===== config.mk =====
export PLATFORM = sky130hd
export DESIGN_NAME = rr_lock_arbiter
export DESIGN_NICKNAME = d
export VERILOG_FILES = /design/src/rtl/rr_lock_arbiter.sv
export SDC_FILE = /design/constraint.sdc
export NUM_CORES = 1
export LEC_CHECK = 0
export ABC_AREA = 1
export CAP_MARGIN = 25
export CORE_UTILIZATION = 51
export CTS_CLUSTER_SIZE = 28
export DETAILED_ROUTE_END_ITERATION = 7
export GPL_TIMING_DRIVEN = 0
export PLACE_DENSITY = 0.83
export SETUP_SLACK_MARGIN = 0.1
export SYNTH_ARGS = -nofsm -noshare
export SYNTH_HDL_FRONTEND = slang
export SYNTH_SLANG_ARGS = --single-unit

===== constraint.sdc =====
create_clock -name iClk -period 4.08 [get_ports iClk]
set_input_delay 1.02 -clock iClk [delete_from_list [all_inputs] [get_ports iClk]]
set_output_delay 1.02 -clock iClk [all_outputs]
set_load 0.01 [all_outputs]

===== src/rtl/rr_lock_arbiter.sv =====
// ============================================================================
//  Module      : rr_lock_arbiter
//  Description : Round-robin arbiter that locks the shared resource to one
//                requester until it releases it. The optional forced-release
//                watchdog is built when RR_LOCK_ARBITER_TIMEOUT_EN is defined.
//  Revision    : 1.0 - initial release
// ============================================================================
`default_nettype none

module rr_lock_arbiter #(
   parameter int N       = 8,
   parameter int TIMEOUT = 64,
   parameter int IDX_W   = ($clog2(N) > 0) ? $clog2(N) : 1
) (
   input  logic             iClk,
   input  logic             iRst,
   input  logic [N-1:0]     iReq,
   input  logic             iDone,
   output logic [N-1:0]     oGnt,
   output logic [IDX_W-1:0] oGntIdx,
   output logic             oBusy,
   output logic             oTimeout
);

   typedef enum logic [0:0] {
      S_IDLE = 1'b0,
      S_BUSY = 1'b1
   } state_t;

   state_t           r_state;
   logic [N-1:0]     r_gnt;
   logic [IDX_W-1:0] r_gnt_idx;
   logic [IDX_W-1:0] r_ptr;

   logic             w_any;
   logic             w_force;
   logic             w_release;
   logic [IDX_W-1:0] w_next_ptr;
   logic [IDX_W-1:0] w_sel_ptr;
   logic [IDX_W-1:0] w_win;
   logic [N-1:0]     w_win_oh;

   generate
      if (N < 1 || TIMEOUT < 2) begin : g_param_check
         $error("rr_lock_arbiter: N must be >= 1 and TIMEOUT >= 2");
      end
   endgenerate

   assign w_any      = |iReq;
   assign w_release  = (r_state == S_BUSY) && (iDone || w_force);
   assign w_next_ptr = (r_gnt_idx == IDX_W'(N - 1)) ? '0 : r_gnt_idx + 1'b1;
   // On a release the next winner is chosen against the already-advanced pointer.
   assign w_sel_ptr  = w_release ? w_next_ptr : r_ptr;

   always_comb begin
      w_win = '0;
      for (int k = N - 1; k >= 0; k--) begin
         if (iReq[k]) w_win = IDX_W'(k);
      end
      for (int k = N - 1; k >= 0; k--) begin
         if (iReq[k] && (k >= int'(w_sel_ptr))) w_win = IDX_W'(k);
      end
   end

   always_comb begin
      w_win_oh        = '0;
      w_win_oh[w_win] = 1'b1;
   end

   always_ff @(posedge iClk) begin
      if (iRst) begin
         r_state   <= S_IDLE;
         r_gnt     <= '0;
         r_gnt_idx <= '0;
         r_ptr     <= '0;
      end else begin
         case (r_state)
            S_IDLE: begin
               if (w_any) begin
                  r_state   <= S_BUSY;
                  r_gnt     <= w_win_oh;
                  r_gnt_idx <= w_win;
               end
            end
            S_BUSY: begin
               if (w_release) begin
                  r_ptr <= w_next_ptr;
                  if (w_any) begin
                     r_gnt     <= w_win_oh;
                     r_gnt_idx <= w_win;
                  end else begin
                     r_state <= S_IDLE;
                     r_gnt   <= '0;
                  end
               end
            end
            default: begin
               r_state <= S_IDLE;
               r_gnt   <= '0;
            end
         endcase
      end
   end

`ifdef RR_LOCK_ARBITER_TIMEOUT_EN
   localparam int CNT_W = $clog2(TIMEOUT);
   localparam logic [CNT_W-1:0] c_CNT_MAX = CNT_W'(TIMEOUT - 1);

   logic [CNT_W-1:0] r_cnt;
   logic             r_timeout;

   // iDone on the expiry cycle wins, so no timeout is reported then.
   assign w_force = (r_state == S_BUSY) && !iDone && (r_cnt == c_CNT_MAX);

   always_ff @(posedge iClk) begin
      if (iRst) begin
         r_cnt     <= '0;
         r_timeout <= 1'b0;
      end else begin
         r_timeout <= w_force;
         if (w_any && ((r_state == S_IDLE) || w_release)) begin
            r_cnt <= '0;
         end else if (r_state == S_BUSY) begin
            r_cnt <= r_cnt + 1'b1;
         end
      end
   end

   assign oTimeout = r_timeout;
`else
   assign w_force  = 1'b0;
   assign oTimeout = 1'b0;
`endif

   assign oGnt    = r_gnt;
   assign oGntIdx = r_gnt_idx;
   assign oBusy   = |r_gnt;

endmodule

`default_nettype wire

* After elaboration in Yosys (flattened, before gate mapping) *
Cells that the tools add are included.

cells by class
  muxes and demuxes = 29
  shift operators = 0
  bitwise gates (word level) = 1
  reduce and logical (&&, ||, !) cells = 12
  add/sub/neg operators = 1
  multiply operators = 0
  div/mod/pow operators = 0
  equal/unequal tests = 3
  order comparisons = 9

operators by type and width
  operator                                                           count
  2-to-1 mux 3 bit                                                   19
  2-to-1 mux 8 bit                                                   3
  case mux 8 bit (2 select lines)                                    1
  OR reduction 8 bit                                                 2
  greater-or-equal comparator 3 bit, first input constant            3
  logical AND 1 bit                                                  9
  greater-or-equal comparator 1 x 3 -> 1 bit, first input constant   2
  greater-or-equal comparator 2 x 3 -> 1 bit, first input constant   2
  case mux 3 bit (2 select lines)                                    1
  less-than comparator 3 x 4 -> 1 bit, second input constant         1
  adder 3 x 1 -> 3 bit, second input constant                        1
  demux 1 bit (select 3 bit)                                         1
  equality test 3 bit, second input constant                         1
  greater-or-equal comparator 3 x 1 -> 1 bit, second input constant  1
  2-to-1 mux 1 bit                                                   3
  inequality test 2 x 1 -> 1 bit, second input constant              1
  inequality test 2 bit, second input constant                       1
  case mux 1 bit (2 select lines)                                    1
  AND reduction 2 bit                                                1
  NOT 1 bit                                                          1

storage, ports and cells
  bits of input ports = 11
  ROM bits = 0
  bits in writable memories = 0
  memories kept = 0
  register bits after elaboration = 15
  bits in latches = 0

* Longest topological paths before layout *
  depth after elaboration = 22
  gate-level depth with buffers = 16

* Worst setup path before layout *
Ideal clock, no wire load.

  kind = input-to-reg
  start = in iReq[1]
  end = reg r_gnt[4], in the netlist oGnt[4]
  setup slack = 1.827 ns
  arrival = 2.121 ns
  stages = 12
  buffers on the path = 0
  library setup time = 0.132 ns
  required time = 3.948 ns
  path through = nor2_1 -> nand3_1 -> nor2_1 -> nand2_1 -> nand2_1 -> inv_1 -> nor2_2 -> inv_1 -> nand2_2 -> nor2_2 -> nand3_1 -> a21oi_1

between the ends
  word-level cells in the longest chain between the ends = 17

RTL lines
  what                                                                                                                     RTL line  text
  from (decl)                                                                                                              17        input logic [N-1:0] iReq,
  2-to-1 mux 3 bit (2 in a row)                                                                                            58        if (iReq[k]) w_win = IDX_W'(k);
  2-to-1 mux 3 bit (8 in a row)                                                                                            61        if (iReq[k] && (k >= int'(w_sel_ptr))) w_win = IDX_W'(k);
  less-than comparator 3 x 4 -> 1 bit (implied by the code) or greater-or-equal comparator 3 x 1 -> 1 bit (tied branches)  67        w_win_oh[w_win] = 1'b1;
  logical AND 1 bit (implied by the code)                                                                                  67
  2-to-1 mux 1 bit (implied by the code)                                                                                   67
  demux 1 bit (select 3 bit)                                                                                               67
  2-to-1 mux 8 bit                                                                                                         88        if (w_any) begin
  2-to-1 mux 8 bit                                                                                                         86        if (w_release) begin
  case mux 8 bit (2 select lines)                                                                                          77        case (r_state)
  to (signal assigned)                                                                                                     81        r_gnt <= w_win_oh;
  to (signal assigned)                                                                                                     89        r_gnt <= w_win_oh;
  to (decl)                                                                                                                31        logic [N-1:0] r_gnt;

Several ways; a longest one is shown, not always the timed one. The select of a mux whose other input is x is not followed.
A chain may end at the register's enable or synchronous reset.

* Worst setup path after layout *
  start = in iReq[5]
  end = reg r_gnt[0], in the netlist oGnt[0]

between the ends
  word-level cells in the longest chain between the ends = 21

RTL lines
  what                                                                                                                     RTL line
  2-to-1 mux 3 bit (6 in a row)                                                                                            58
  2-to-1 mux 3 bit (8 in a row)                                                                                            61
  less-than comparator 3 x 4 -> 1 bit (implied by the code) or greater-or-equal comparator 3 x 1 -> 1 bit (tied branches)  67
  logical AND 1 bit (implied by the code)                                                                                  67
  2-to-1 mux 1 bit (implied by the code)                                                                                   67
  demux 1 bit (select 3 bit)                                                                                               67
  2-to-1 mux 8 bit                                                                                                         88
  2-to-1 mux 8 bit                                                                                                         86
  case mux 8 bit (2 select lines)                                                                                          77

Several ways; a longest one is shown, not always the timed one. The select of a mux whose other input is x is not followed.

==> impl_results.md <==
- Period utilisation layout: 0.670
- Status: finished clean
- Wire length of the first global-routing pass: 3.59 mm
- Post-Syn Instances: 145
- Crit-path cells: clkdlybuf4s50_1, nor3_1, nand2_1, nand2_1, inv_1, nor2_2, inv_1, nand2_2, nor2_2, nand3_1, a21oi_1
- Antenna violation net count after detailed routing: 0
- Cts hold-fix bufs: 0
- Setup crit end kind: register
- Clk slew on worst S/H paths: 100 ps
- Final Hold Viols: 0
- Die Span Y: about 45 µm
- Setup tns final: 0 ps
- Min-delay src: r_ptr[1]
- Cell Area, Synth: 937 µm²
- Startpoint types: input port
- R2r worst-path depth: 14
- Worst r2r src: oGntIdx[0]
- Total CTS buffers: 3
- Critical path class: input port to register
- Worst stage delay on the critical path: 460 ps
- GRT Residual Overflow: 0
- Site row count: 15
- Worst Path Buf+Inv: 3
- Commonest cells after routing, fill and taps aside: nand2_1, clkdlybuf4s50_1, inv_1, a21oi_1, dfxtp_1
- Drt via density: 4.86
- Critical Path AT: 2910 ps
- CP top delay family: simple AND/OR/NAND/NOR gates
- Total of max-cap violations: 0
- I/O pin count: 24
- Via Count: 952
- Nets@finish: 185
- TritonCTS clock tree: built
- Seq. cell area: 300 µm²
- Die Span X: around 45 µm
- Clock Skews: 6.19 ps
- R2r endpoint: oGnt[7]
- Remaining DRCs: 0
- Worst-case clock buffer depth: 2
- Htree depth: 1
- Hold Path Depth: 2
- Setup violators final: 0
- Worst vdd ir: approximately 170 µV
- Postcts setup bufs: 0
- Reg-to-reg slack, setup: 1990 ps
- Layout cell share with drive strength beyond 1: 0.170
- Routed WL: 2.03 mm
- Final core occ: 0.704
- Worst skew pair latency: 290 ps
- Area growth from synthesis to layout: 29.8%
- Pwr Density: 308 mW/mm²
- Fillers: 169
- Fmax: 366 MHz
- DPL Wire Length: 1.67 mm
- Max FO, Critical Path: 10
- Avg WL per Cell: 10.4 µm
- Min-Delay Path Class: register to register
- Yosys reg bits: 15
- DIE AREA: approximately 0.002 mm²
- WHS Endpoint: r_ptr[1]
- Root buffer cell: clkbuf_4
- Largest net degree at the start of global routing: 11
- Drt first-iter violations: 12
- Synth warn: 0
- Area of the multi-input gates: between 500 and 600 µm²
- Initial antenna violation count: 0
- Leak: between 0.5 and 0.6 nW
- Seq/Total Area, Yosys: 0.320
- Tmin final: ~2700 ps
- Placer Congestion: slightly above 0.8
- Crit path max-delay cell type: clkdlybuf4s50_1
- Library cells used by synthesis: 22
- RSZ-0062 raised after global routing: no
- Core Box Area: 0.00173 mm²
- Worst EP required: approximately 4300 ps
- # diodes: 0
- Power, Total: approximately 0.37 mW
- Placed cells: 192
- Initial DRT Pass Iterations: 4
- TritonCTS Sinks: 15
- Vias in the first global route: 869
- Post-Syn Nets: around 160
- Starting density of the core: 0.543
- Syn Area/Cell: approximately 6.5 µm²
- Cell Count, Final, Fillers Out: 196
- Port bufs: 22
- Total track usage: 0.244
- Post-cts resize count: 0
- Most common cell after layout, fill and taps aside: nand2_1
- Final Max Tran Viols: 0
cell usage after synthesis (all sizes together):
library cell,n,area [µm²]
ha,2,25.0
dfxtp,15,300
a21oi,15,75.1
nor2,18,87.6
clkbuf,1,3.75
o21ai,5,32.5
nand3,13,70.1
inv,17,63.8
conb,1,3.75
and2,2,15.0
nor4,2,12.5
nor3,1,5.00
nand2,50,223
buf,1,7.51
nand4,2,12.5
state kept, by name (all words and copies together) (netlist names):
signal and count:
oGnt 8, oGntIdx 3, r_ptr 3, r_state 1
worst register-to-register path, cell delays in order, from the launching register on:
cell	delay, ps
dfxtp_1	350
ha_1	200
ha_1	270
nand3_1	120
nand2_4	120
inv_2	50
nor2_1	120
nor2_2	70
nor2_2	90
nand2_1	60
nand2_1	100
nand2_4	70
nor2_1	130
nand4_1	140
a21oi_1	140
per-stage QoR:
step | hold slack [ps] | worst slack [ps] | area, µm²
after floorplan | 457 | 1830 | 937
after global placement | 466 | 1130 | 1190
after detailed placement | 472 | 1080 | 1190
after CTS | 484 | 1390 | 1220
after global routing | 514 | 1180 | 1220
final | 483 | 1350 | 1220
report_power, final:
part,internal [mW],switching (mW)
Sequential,0.156,0.00736
Combinational,0.0559,0.0670
Clock,0.0365,0.0510
logic make-up (layout without fill, tap and decap cells):
kind of cell / Yosys count / after routing / synth area share
flops: 15 / 15 / 0.320
fa+ha+maj: 2 / 2 / 0.0267
compound gates: 20 / 20 / 0.115
simple gates: 88 / 88 / 0.454
buf+inv: 19 / 45 / 0.0801
other cells: 1 / 1 / 0.00400
worst max-delay path by stage:
| stage | to | cells past startpoint | slack (ps) | startpoint |
|---|---|---|---|---|
| after global routing | oGnt[0] | 11 | 1180 | iReq[5] |
| after global placement | oGnt[0] | 13 | 1130 | iReq[0] |
| final | oGnt[0] | 11 | 1350 | iReq[5] |
| after detailed placement | oGnt[4] | 13 | 1080 | iReq[0] |
| after CTS | oGnt[0] | 13 | 1390 | iReq[0] |
| after floorplan | oGnt[4] | 12 | 1830 | iReq[1] |
area by class of cell:
| cell class | count | share of cell area |
|---|---|---|
| Clock buffer | 3 | 0.0185 |
| Multi-Input combinational cell | 111 | 0.462 |
| Tap cell | 25 | 0.0257 |
| Clock inverter | 1 | 0.00412 |
| Inverter | 17 | 0.0525 |
| Sequential cell | 15 | 0.247 |
| Timing Repair Buffer | 22 | 0.181 |
| Buffer | 2 | 0.00926 |
layer usage:
metal / wire, µm / GRT usage
met3: 56 / 0.0440
met2: 939 / 0.379
met1: 1010 / 0.328
met5: 0 / 0
met4: 24 / 0.115
(Power assumes the default switching activity.)
